<file path="src/rtl/tile_layer_controller_if.sv">
// Bundle of the control, DMA-stream, array and PPU signals of tile_layer_controller.
// master: the controller itself; slave: the datapath/DMA side that drives its inputs.
interface tile_layer_controller_if #(
    parameter int ADDR_W = 12,
    parameter int TILE_W = 8
);
    logic              start;
    logic              abort;
    logic [TILE_W-1:0] cfg_tiles;
    logic              cfg_reuse;
    logic              dram_valid;
    logic              valid_array;
    logic              ppu_ready;
    logic [ADDR_W-1:0] data_address;
    logic              ifmap_wen;
    logic              weight_wen;
    logic              bias_wen;
    logic              ifmap_ren;
    logic              weight_ren;
    logic              bias_ren;
    logic              i_en_array;
    logic              i_en_ppu;
    logic              ofmap_ren;
    logic [TILE_W-1:0] tile_idx;
    logic              busy;
    logic              done;
    logic [31:0]       perf_cycles;

    modport master (
        input  start, abort, cfg_tiles, cfg_reuse, dram_valid, valid_array, ppu_ready,
        output data_address, ifmap_wen, weight_wen, bias_wen, ifmap_ren, weight_ren, bias_ren,
               i_en_array, i_en_ppu, ofmap_ren, tile_idx, busy, done, perf_cycles
    );

    modport slave (
        output start, abort, cfg_tiles, cfg_reuse, dram_valid, valid_array, ppu_ready,
        input  data_address, ifmap_wen, weight_wen, bias_wen, ifmap_ren, weight_ren, bias_ren,
               i_en_array, i_en_ppu, ofmap_ren, tile_idx, busy, done, perf_cycles
    );
endinterface

</file>
<file path="src/rtl/tile_layer_controller.sv">
// Multi-tile sequencer: streams ifmap/weight/bias words into the GLB, counts ARRAY_TIMES
// systolic passes, drains the ofmap through the PPU under backpressure, and repeats for
// each output tile (optionally keeping the ifmap resident across tiles).
// Optional feature: define PERF_CNT_EN to get a saturating busy-cycle counter on
// perf_cycles; without it the port is tied to zero.
module tile_layer_controller #(
    parameter int WIDTH       = 64,
    parameter int ARRAY_TIMES = 16,
    parameter int ADDR_W      = 12,
    parameter int TILE_W      = 8
) (
    input  logic                      clk,
    input  logic                      rst_n,
    tile_layer_controller_if.master   bus
);
    localparam int IFMAP_WORDS  = WIDTH / 4;
    localparam int WEIGHT_WORDS = WIDTH * WIDTH / 4;
    localparam int BIAS_WORDS   = WIDTH;
    localparam int OFMAP_WORDS  = WIDTH;

    // Terminal values compared exactly, so address/pass counters never need to wrap.
    localparam logic [ADDR_W-1:0] IFMAP_LAST  = ADDR_W'(IFMAP_WORDS - 1);
    localparam logic [ADDR_W-1:0] WEIGHT_LAST = ADDR_W'(WEIGHT_WORDS - 1);
    localparam logic [ADDR_W-1:0] BIAS_LAST   = ADDR_W'(BIAS_WORDS - 1);
    localparam logic [ADDR_W-1:0] PASS_LAST   = ADDR_W'(ARRAY_TIMES - 1);
    localparam logic [ADDR_W-1:0] OFMAP_LAST  = ADDR_W'(OFMAP_WORDS - 1);

    // The address bus doubles as the pass counter in ARRAY, so it must hold both ranges.
    if (ADDR_W < $clog2(WEIGHT_WORDS) || ADDR_W < $clog2(ARRAY_TIMES)) begin : g_addr_w_check
        $error("tile_layer_controller: ADDR_W too narrow for WEIGHT_WORDS/ARRAY_TIMES");
    end

    typedef enum logic [2:0] {
        S_IDLE, S_LD_IFMAP, S_LD_WEIGHT, S_LD_BIAS, S_ARRAY, S_PPU, S_DONE
    } state_t;

    state_t            state;
    logic [TILE_W-1:0] tiles_q;
    logic              reuse_q;
    logic [TILE_W-1:0] last_tile;
    logic              start_ok;

    // A tile count of zero runs a single tile.
    assign last_tile = (tiles_q == '0) ? '0 : tiles_q - 1'b1;
    assign start_ok  = ((state == S_IDLE) || (state == S_DONE)) && bus.start;

    // GLB write strobes follow the incoming DRAM stream directly.
    assign bus.ifmap_wen  = (state == S_LD_IFMAP)  & bus.dram_valid;
    assign bus.weight_wen = (state == S_LD_WEIGHT) & bus.dram_valid;
    assign bus.bias_wen   = (state == S_LD_BIAS)   & bus.dram_valid;

    // Sequencer FSM with registered control outputs; abort overrides everything.
    always_ff @(posedge clk or negedge rst_n) begin
        if (!rst_n) begin
            state            <= S_IDLE;
            tiles_q          <= '0;
            reuse_q          <= 1'b0;
            bus.data_address <= '0;
            bus.tile_idx     <= '0;
            bus.ifmap_ren    <= 1'b0;
            bus.weight_ren   <= 1'b0;
            bus.bias_ren     <= 1'b0;
            bus.i_en_array   <= 1'b0;
            bus.i_en_ppu     <= 1'b0;
            bus.ofmap_ren    <= 1'b0;
            bus.busy         <= 1'b0;
            bus.done         <= 1'b0;
        end else if (bus.abort) begin
            state            <= S_IDLE;
            bus.data_address <= '0;
            bus.tile_idx     <= '0;
            bus.ifmap_ren    <= 1'b0;
            bus.weight_ren   <= 1'b0;
            bus.bias_ren     <= 1'b0;
            bus.i_en_array   <= 1'b0;
            bus.i_en_ppu     <= 1'b0;
            bus.ofmap_ren    <= 1'b0;
            bus.busy         <= 1'b0;
            bus.done         <= 1'b0;
        end else begin
            case (state)
                S_IDLE, S_DONE: begin
                    if (bus.start) begin
                        state            <= S_LD_IFMAP;
                        tiles_q          <= bus.cfg_tiles;
                        reuse_q          <= bus.cfg_reuse;
                        bus.tile_idx     <= '0;
                        bus.data_address <= '0;
                        bus.busy         <= 1'b1;
                        bus.done         <= 1'b0;
                    end
                end
                S_LD_IFMAP: begin
                    if (bus.dram_valid) begin
                        if (bus.data_address == IFMAP_LAST) begin
                            state            <= S_LD_WEIGHT;
                            bus.data_address <= '0;
                        end else begin
                            bus.data_address <= bus.data_address + 1'b1;
                        end
                    end
                end
                S_LD_WEIGHT: begin
                    if (bus.dram_valid) begin
                        if (bus.data_address == WEIGHT_LAST) begin
                            state            <= S_LD_BIAS;
                            bus.data_address <= '0;
                        end else begin
                            bus.data_address <= bus.data_address + 1'b1;
                        end
                    end
                end
                S_LD_BIAS: begin
                    if (bus.dram_valid) begin
                        if (bus.data_address == BIAS_LAST) begin
                            state            <= S_ARRAY;
                            bus.data_address <= '0;
                            bus.ifmap_ren    <= 1'b1;
                            bus.weight_ren   <= 1'b1;
                            bus.bias_ren     <= 1'b1;
                            bus.i_en_array   <= 1'b1;
                        end else begin
                            bus.data_address <= bus.data_address + 1'b1;
                        end
                    end
                end
                S_ARRAY: begin
                    if (bus.valid_array) begin
                        if (bus.data_address == PASS_LAST) begin
                            state            <= S_PPU;
                            bus.data_address <= '0;
                            bus.ifmap_ren    <= 1'b0;
                            bus.weight_ren   <= 1'b0;
                            bus.bias_ren     <= 1'b0;
                            bus.i_en_array   <= 1'b0;
                            bus.ofmap_ren    <= 1'b1;
                            bus.i_en_ppu     <= 1'b1;
                        end else begin
                            bus.data_address <= bus.data_address + 1'b1;
                        end
                    end
                end
                S_PPU: begin
                    if (bus.ppu_ready) begin
                        if (bus.data_address == OFMAP_LAST) begin
                            bus.data_address <= '0;
                            bus.ofmap_ren    <= 1'b0;
                            bus.i_en_ppu     <= 1'b0;
                            if (bus.tile_idx == last_tile) begin
                                state    <= S_DONE;
                                bus.busy <= 1'b0;
                                bus.done <= 1'b1;
                            end else begin
                                bus.tile_idx <= bus.tile_idx + 1'b1;
                                state        <= reuse_q ? S_LD_WEIGHT : S_LD_IFMAP;
                            end
                        end else begin
                            bus.data_address <= bus.data_address + 1'b1;
                        end
                    end
                end
                default: state <= S_IDLE;
            endcase
        end
    end

`ifdef PERF_CNT_EN
    // Busy-cycle counter: restarts with each job, saturates, and holds once the job is done.
    always_ff @(posedge clk or negedge rst_n) begin
        if (!rst_n) begin
            bus.perf_cycles <= '0;
        end else if (bus.abort || start_ok) begin
            bus.perf_cycles <= '0;
        end else if (bus.busy && (bus.perf_cycles != 32'hFFFF_FFFF)) begin
            bus.perf_cycles <= bus.perf_cycles + 32'd1;
        end
    end
`else
    assign bus.perf_cycles = 32'd0;
`endif
endmodule
</file>
<file path="src/flat_wrapper.sv">
// flat-port wrapper written by rule: the top's interface ports become plain ports
module tile_layer_controller_flat 
#(
    parameter int WIDTH       = 64,
    parameter int ARRAY_TIMES = 16,
    parameter int ADDR_W      = 12,
    parameter int TILE_W      = 8
)
  (clk, rst_n, bus_start, bus_abort, bus_cfg_tiles, bus_cfg_reuse, bus_dram_valid, bus_valid_array, bus_ppu_ready, bus_data_address, bus_ifmap_wen, bus_weight_wen, bus_bias_wen, bus_ifmap_ren, bus_weight_ren, bus_bias_ren, bus_i_en_array, bus_i_en_ppu, bus_ofmap_ren, bus_tile_idx, bus_busy, bus_done, bus_perf_cycles);
  tile_layer_controller_if #(.ADDR_W(ADDR_W), .TILE_W(TILE_W)) bus_i ();
  input  logic clk;
  input  logic rst_n;
  input wire logic [$bits(bus_i.start)-1:0] bus_start;
  input wire logic [$bits(bus_i.abort)-1:0] bus_abort;
  input wire logic [$bits(bus_i.cfg_tiles)-1:0] bus_cfg_tiles;
  input wire logic [$bits(bus_i.cfg_reuse)-1:0] bus_cfg_reuse;
  input wire logic [$bits(bus_i.dram_valid)-1:0] bus_dram_valid;
  input wire logic [$bits(bus_i.valid_array)-1:0] bus_valid_array;
  input wire logic [$bits(bus_i.ppu_ready)-1:0] bus_ppu_ready;
  output wire logic [$bits(bus_i.data_address)-1:0] bus_data_address;
  output wire logic [$bits(bus_i.ifmap_wen)-1:0] bus_ifmap_wen;
  output wire logic [$bits(bus_i.weight_wen)-1:0] bus_weight_wen;
  output wire logic [$bits(bus_i.bias_wen)-1:0] bus_bias_wen;
  output wire logic [$bits(bus_i.ifmap_ren)-1:0] bus_ifmap_ren;
  output wire logic [$bits(bus_i.weight_ren)-1:0] bus_weight_ren;
  output wire logic [$bits(bus_i.bias_ren)-1:0] bus_bias_ren;
  output wire logic [$bits(bus_i.i_en_array)-1:0] bus_i_en_array;
  output wire logic [$bits(bus_i.i_en_ppu)-1:0] bus_i_en_ppu;
  output wire logic [$bits(bus_i.ofmap_ren)-1:0] bus_ofmap_ren;
  output wire logic [$bits(bus_i.tile_idx)-1:0] bus_tile_idx;
  output wire logic [$bits(bus_i.busy)-1:0] bus_busy;
  output wire logic [$bits(bus_i.done)-1:0] bus_done;
  output wire logic [$bits(bus_i.perf_cycles)-1:0] bus_perf_cycles;
  assign bus_i.start = bus_start;
  assign bus_i.abort = bus_abort;
  assign bus_i.cfg_tiles = bus_cfg_tiles;
  assign bus_i.cfg_reuse = bus_cfg_reuse;
  assign bus_i.dram_valid = bus_dram_valid;
  assign bus_i.valid_array = bus_valid_array;
  assign bus_i.ppu_ready = bus_ppu_ready;
  assign bus_data_address = bus_i.data_address;
  assign bus_ifmap_wen = bus_i.ifmap_wen;
  assign bus_weight_wen = bus_i.weight_wen;
  assign bus_bias_wen = bus_i.bias_wen;
  assign bus_ifmap_ren = bus_i.ifmap_ren;
  assign bus_weight_ren = bus_i.weight_ren;
  assign bus_bias_ren = bus_i.bias_ren;
  assign bus_i_en_array = bus_i.i_en_array;
  assign bus_i_en_ppu = bus_i.i_en_ppu;
  assign bus_ofmap_ren = bus_i.ofmap_ren;
  assign bus_tile_idx = bus_i.tile_idx;
  assign bus_busy = bus_i.busy;
  assign bus_done = bus_i.done;
  assign bus_perf_cycles = bus_i.perf_cycles;
  tile_layer_controller #(.WIDTH(WIDTH), .ARRAY_TIMES(ARRAY_TIMES), .ADDR_W(ADDR_W), .TILE_W(TILE_W)) u_core (.clk(clk), .rst_n(rst_n), .bus(bus_i));
endmodule
</file>
<file path="config.mk">
export PLATFORM = sky130hd
export DESIGN_NAME = tile_layer_controller_flat
export DESIGN_NICKNAME = d
export VERILOG_FILES = /design/src/rtl/tile_layer_controller_if.sv /design/src/rtl/tile_layer_controller.sv /design/src/flat_wrapper.sv
export SDC_FILE = /design/constraint.sdc
export NUM_CORES = 1
export LEC_CHECK = 0
export ABC_AREA = 1
export BUFFER_PORTS_ARGS = -buffer_cell sky130_fd_sc_hd__buf_2
export CORE_MARGIN = 4
export CORE_UTILIZATION = 30
export CTS_CLUSTER_SIZE = 25
export DETAILED_ROUTE_END_ITERATION = 10
export GPL_TIMING_DRIVEN = 0
export SETUP_SLACK_MARGIN = 0.05
export SLEW_MARGIN = 10
export SYNTH_ARGS = -nofsm -noshare
export SYNTH_HDL_FRONTEND = slang
export SYNTH_SLANG_ARGS = --single-unit
</file>
<file path="constraint.sdc">
create_clock -name clk -period 2.9 [get_ports clk]
set_clock_uncertainty 0.05 [all_clocks]
set_input_delay 0.29 -clock clk [delete_from_list [all_inputs] [get_ports clk]]
set_output_delay 0.29 -clock clk [all_outputs]
set_load 0.01 [all_outputs]
</file>
## After elaboration in Yosys (flattened, before gate mapping)

Cells that the tools add are included.

| word-level totals | value |
|---|---|
| register bits after elaboration | 36 |
| input bits | 16 |
| word-level logic and storage cells | 110 |
| output and inout bits | 63 |

| cells by class | value |
|---|---|
| eq/ne operators | 23 |
| reduce and logical (&&, ||, !) cells | 14 |
| add/subtract/negate cells | 3 |
| bitwise gates (word level) | 4 |
| muxes and demuxes | 57 |

Operators by type and width:

| cell | count |
|---|---|
| 2-to-1 mux 12 bit | 10 |
| one-hot mux 12 bit (6 select lines) | 1 |
| 2-to-1 mux 8 bit | 6 |
| 2-to-1 mux 3 bit | 13 |
| inequality test 3 bit (second input constant) | 10 |
| 2-to-1 mux 1 bit | 20 |
| AND reduction 5 bit | 4 |
| one-hot mux 3 bit (6 select lines) | 1 |
| one-hot mux 8 bit (2 select lines) | 1 |
| adder 12 x 1 -> 12 bit (second input constant) | 1 |
| == test 12 x 10 -> 1 bit (second input constant) | 1 |
| == test 12 x 4 -> 1 bit (second input constant) | 1 |
| == test 12 x 6 -> 1 bit (second input constant) | 1 |
| AND reduction 11 bit | 1 |
| == test 3 bit (second input constant) | 3 |
| inequality test 3 x 2 -> 1 bit (second input constant) | 3 |
| nonzero test 3 bit | 3 |
| adder 8 x 1 -> 8 bit (second input constant) | 1 |
| == test 8 bit | 1 |
| logical NOT 8 bit | 1 |
| one-hot mux 1 bit (2 select lines) | 4 |
| subtractor 8 x 1 -> 8 bit (second input constant) | 1 |
| AND reduction 7 bit | 1 |
| nonzero test 7 bit | 1 |
| other kinds (8) | 11 |

## Longest topological paths before layout

| depth | value |
|---|---|
| word-level depth | 8 |
| gate-level depth with buffers | 16 |
| depth with buffers taken out | 16 |

## Worst setup path after synthesis

No wires, ideal clock.

| timing | value |
|---|---|
| path type | register to register |
| from | register u_core.tiles_q[0] |
| to | register u_core.bus.tile_idx[3] in the netlist's numbering |
| stages on the path, launching flop included | 16 |
| required time | 2.730 ns |
| arrival time | 1.880 ns |
| setup time | 0.120 ns |
| period minus slack after synthesis | 2.049 ns |
| slack | 0.851 ns |
| buffers on the path | 1 |
| cells stage by stage | dfrtp_1 inv_1 ha_1 nand2_1 nor2_2 nand2_2 nand2_1 xor2_1 nand2_1 nor2_2 nand2_2 nand2_2 nand2_2 buf_6 nand2_1 o21ai_2 |

| on the way | value |
|---|---|
| word-level cells in the longest chain between the ends | 5 |
| elaborated cells between the ends (all ways) | 6 |
| classes of those cells | add/sub: 1; eq/ne: 2; mux: 1; reduce/logical: 2 |

RTL lines:

| what | RTL line | source |
|---|---|---|
| start, declared | tile_layer_controller.sv:38 | `logic [TILE_W-1:0] tiles_q;` |
| start signal, assigned | tile_layer_controller.sv:85 | `tiles_q <= bus.cfg_tiles;` |
| subtractor 8 x 1 -> 8 bit / logical NOT 8 bit (equally long branches) | tile_layer_controller.sv:44 | `assign last_tile = (tiles_q == '0) ? '0 : tiles_q - 1'b1;` |
| 2-to-1 mux 8 bit (*) | tile_layer_controller.sv:44 |  |
| == test 8 bit (*) | tile_layer_controller.sv:149 | `if (bus.tile_idx == last_tile) begin` |
| inequality test 3 bit (no line) (*) | - |  |
| AND reduction 5 bit (no line) (*) | - |  |
| end signal, assigned | tile_layer_controller.sv:154 | `bus.tile_idx <= bus.tile_idx + 1'b1;` |
| end, declared | tile_layer_controller_if.sv:32 | `i_en_array, i_en_ppu, ofmap_ren, tile_idx, busy, done, perf_cycles` |

Mark *: on every way between the ends. The rest lies on a longest branch, timed or not.
A chain may end at the register's enable or synchronous reset.

## Final worst setup path

Same ends and word-level chain as after synthesis.

==> results.json <==
{
  "ys.flop_type": "dfrtp_1",
  "finalSetupTns_ns": 0,
  "dp.cells": 591,
  "cp-end-kind": "register",
  "ctsResizeCount": 0,
  "synth-edff-count": 0,
  "cts_sinks": 36,
  "clk_latency_ns": 0.29,
  "synth_warnings": 0,
  "root_buffer": "clkbuf_8",
  "netlist_instances": 404,
  "critPathLaunchType": "register",
  "core_area_um2": 9200,
  "cp.required_ns": 3.03,
  "cts_buffers": 5,
  "max_freq_ghz": 0.415,
  "antenna_found_initial": 0,
  "routed_wl_um": 6830,
  "core.rowCount": 35,
  "grt_pass1_wl_um": 11700,
  "ys_seq_area_share_pct": 31.8,
  "r2r_cells": 15,
  "critPathKind": "register to register",
  "dr.pass1.iters": 4,
  "cts_tree": "built",
  "synthesis.area_um2": 2830,
  "drv_cap": 0,
  "total_power_mw": 2.05,
  "cts.hold.buffers_added": 0,
  "num-fill-cells": 1032,
  "grt_setup_unrepaired": "false",
  "antenna_cells": 0,
  "final_layout_size_suffix_gt1_share_pct": 28.3,
  "cts_buffer_depth": 2,
  "dp_slack_ns": 0.489,
  "startpoint": "u_core.tiles_q[0]",
  "cts_max_level": 2,
  "p_leak_nw": 1.86,
  "die_w_um": 105,
  "num_vias": 2638,
  "crit_arrival_ns": 2.54,
  "io_buffers": 45,
  "synth-seq-cells": 36,
  "syn_area_per_cell_um2": 7.01,
  "hold_slack_ns": 0.0460,
  "crit_fanout": 10,
  "grt.overflow.total": 0,
  "place.gp.congestion": 0.841,
  "drc_errors": 0,
  "r2r_start": "u_core.tiles_q[0]",
  "grt_use_total_pct": 12.8,
  "ir_drop_mv": 0.297,
  "grt_pass1_vias": 2528,
  "dp_hpwl_um": 5470,
  "fin_area_um2": 3420,
  "wire_per_inst_um": 11.4,
  "final_util_pct": 37.2,
  "power_density_nw_per_um2": 599,
  "finalHoldViolCount": 0,
  "nets": 508,
  "dieHeight_um": 105,
  "path_clk_slew_ns": 0.08,
  "relSlewSlack_pct": 43.2,
  "drt-initial-drc-count": 81,
  "hp-class": "input pin to asynchronous set/reset pin",
  "async_flop_share_pct": 100,
  "post_cts_buffers": 0,
  "ios": 79,
  "initial_core_util_pct": 30.8,
  "r2r_slack_ns": 0.49,
  "post-route-min-period_ns": 2.41,
  "setup_viol": 0,
  "synth_cell_types": 35,
  "r2r_end": "u_core.bus.tile_idx[3]",
  "drtAntennaViolNets": 0,
  "dieArea_um2": 11100,
  "tightest_slew_ns": 0.853,
  "area_growth_syn_to_layout_pct": 20.9,
  "grt_max_degree": 37,
  "setup_ws_ns": 0.493,
  "placed_cell_area_um2": 3310,
  "status": "complete, no violations",
  "finalMaxSlewViolations": 0,
  "fin_crit_sh_pct": 83.0,
  "stdcell_count": 599,
  "viasPerCell": 4.40
}
==> critical path: stages, from the launching register on <==
cell	delay [ns]
dfrtp_1	0.38
inv_1	0.18
ha_1	0.29
nand2_1	0.09
nor2_2	0.14
nand2_2	0.12
nand2_1	0.09
xor2_1	0.16
nand2_1	0.08
nor2_2	0.16
nand2_2	0.12
nand2_2	0.10
nand2_2	0.06
buf_6	0.15
nand2_1	0.08
o21ai_2	0.05
==> Yosys cell counts, drive strengths merged, types with 2 or more instances <==
| library cell | instances | area, um2 |
|---|---|---|
| nor4 | 3 | 18.8 |
| buf | 38 | 289 |
| o22ai | 2 | 12.5 |
| nand2 | 100 | 423 |
| nor2 | 61 | 274 |
| dfrtp | 36 | 901 |
| ha | 5 | 62.6 |
| xor2 | 9 | 78.8 |
| nand4 | 5 | 31.3 |
| nor3 | 10 | 76.3 |
| o21ai | 18 | 116 |
| nand3 | 36 | 195 |
| inv | 54 | 208 |
| a21oi | 17 | 85.1 |
| clkinv | 2 | 7.51 |
==> final cells by class <==
type                       instances  area (um2)  share of cell area [%]
multi-input combinational        304        1540                    44.9
tap                              111         139                    4.06
inverter                          56         215                    6.29
sequential                        36         901                    26.3
clock buffer                       5        68.8                    2.01
timing repair buffer              45         225                    6.58
clock inverter                     3        42.5                    1.24
buffer                            39         293                    8.56
==> registers in the layout (all words and copies together), names as in the netlist <==
register	cells
u_core.bus.data_address	12
u_core.bus.done	1
u_core.bus.ifmap_ren	1
u_core.tiles_q	8
u_core.bus.busy	1
u_core.state	3
u_core.reuse_q	1
u_core.bus.i_en_ppu	1
u_core.bus.tile_idx	8
==> power by group <==
part | total (mW) | leakage [nW] | internal, mW | switching (mW)
Sequential | 0.681 | 0.470 | 0.588 | 0.0929
Combinational | 0.907 | 1.33 | 0.315 | 0.593
Clock | 0.460 | 0.0541 | 0.255 | 0.206
==> cell usage in the layout (no fill, tap or decap), types with 6 or more instances in the layout <==
cell type   n
nand2_1    89
nor2_1     47
inv_1      46
buf_2      45
buf_4      37
dfrtp_1    36
nand3_1    33
conb_1     32
a21oi_1    17
nor2_2     12
xor2_1      9
o21ai_0     8
inv_2       7
nand2_2     7
o21ai_2     7
nor3_1      6
==> layer usage <==
metal  part of all wire, %  global-route usage, %  routed length, um  vias to the layer above
li1                      -                      -                  -                     1382
met1                    45                   16.1               3060                     1171
met2                    47                   21.9               3240                       76
met3                   6.6                   3.34                454                        9
met4                   1.1                   3.19                 72                        0
met5                     0                      0                  0                        -
==> worst max-delay path by stage <==
| stage | end | cells past startpoint |
|---|---|---|
| 2_1_floorplan | u_core.bus.tile_idx[3] | 15 |
| 4_1_cts | u_core.bus.tile_idx[3] | 15 |
| 3_5_place_dp | u_core.bus.tile_idx[4] | 15 |
| 6_report | u_core.bus.tile_idx[3] | 15 |
| 5_1_grt | u_core.bus.tile_idx[3] | 15 |
| 3_3_place_gp | u_core.bus.tile_idx[4] | 15 |
==> kinds of logic (layout without fill, tap and decap cells) <==
family	after synthesis	in the layout	share of synthesized area (%)
other	1	32	0.132
XOR/XNOR	9	9	2.79
flip-flops	36	36	31.8
AND/OR/NAND/NOR	217	217	36.5
buffers and inverters	95	148	17.9
adder cells (fa/ha/maj)	5	5	2.21
AO/OA/AOI/OAI	41	41	8.62
Power figures use the tool's default switching activity.
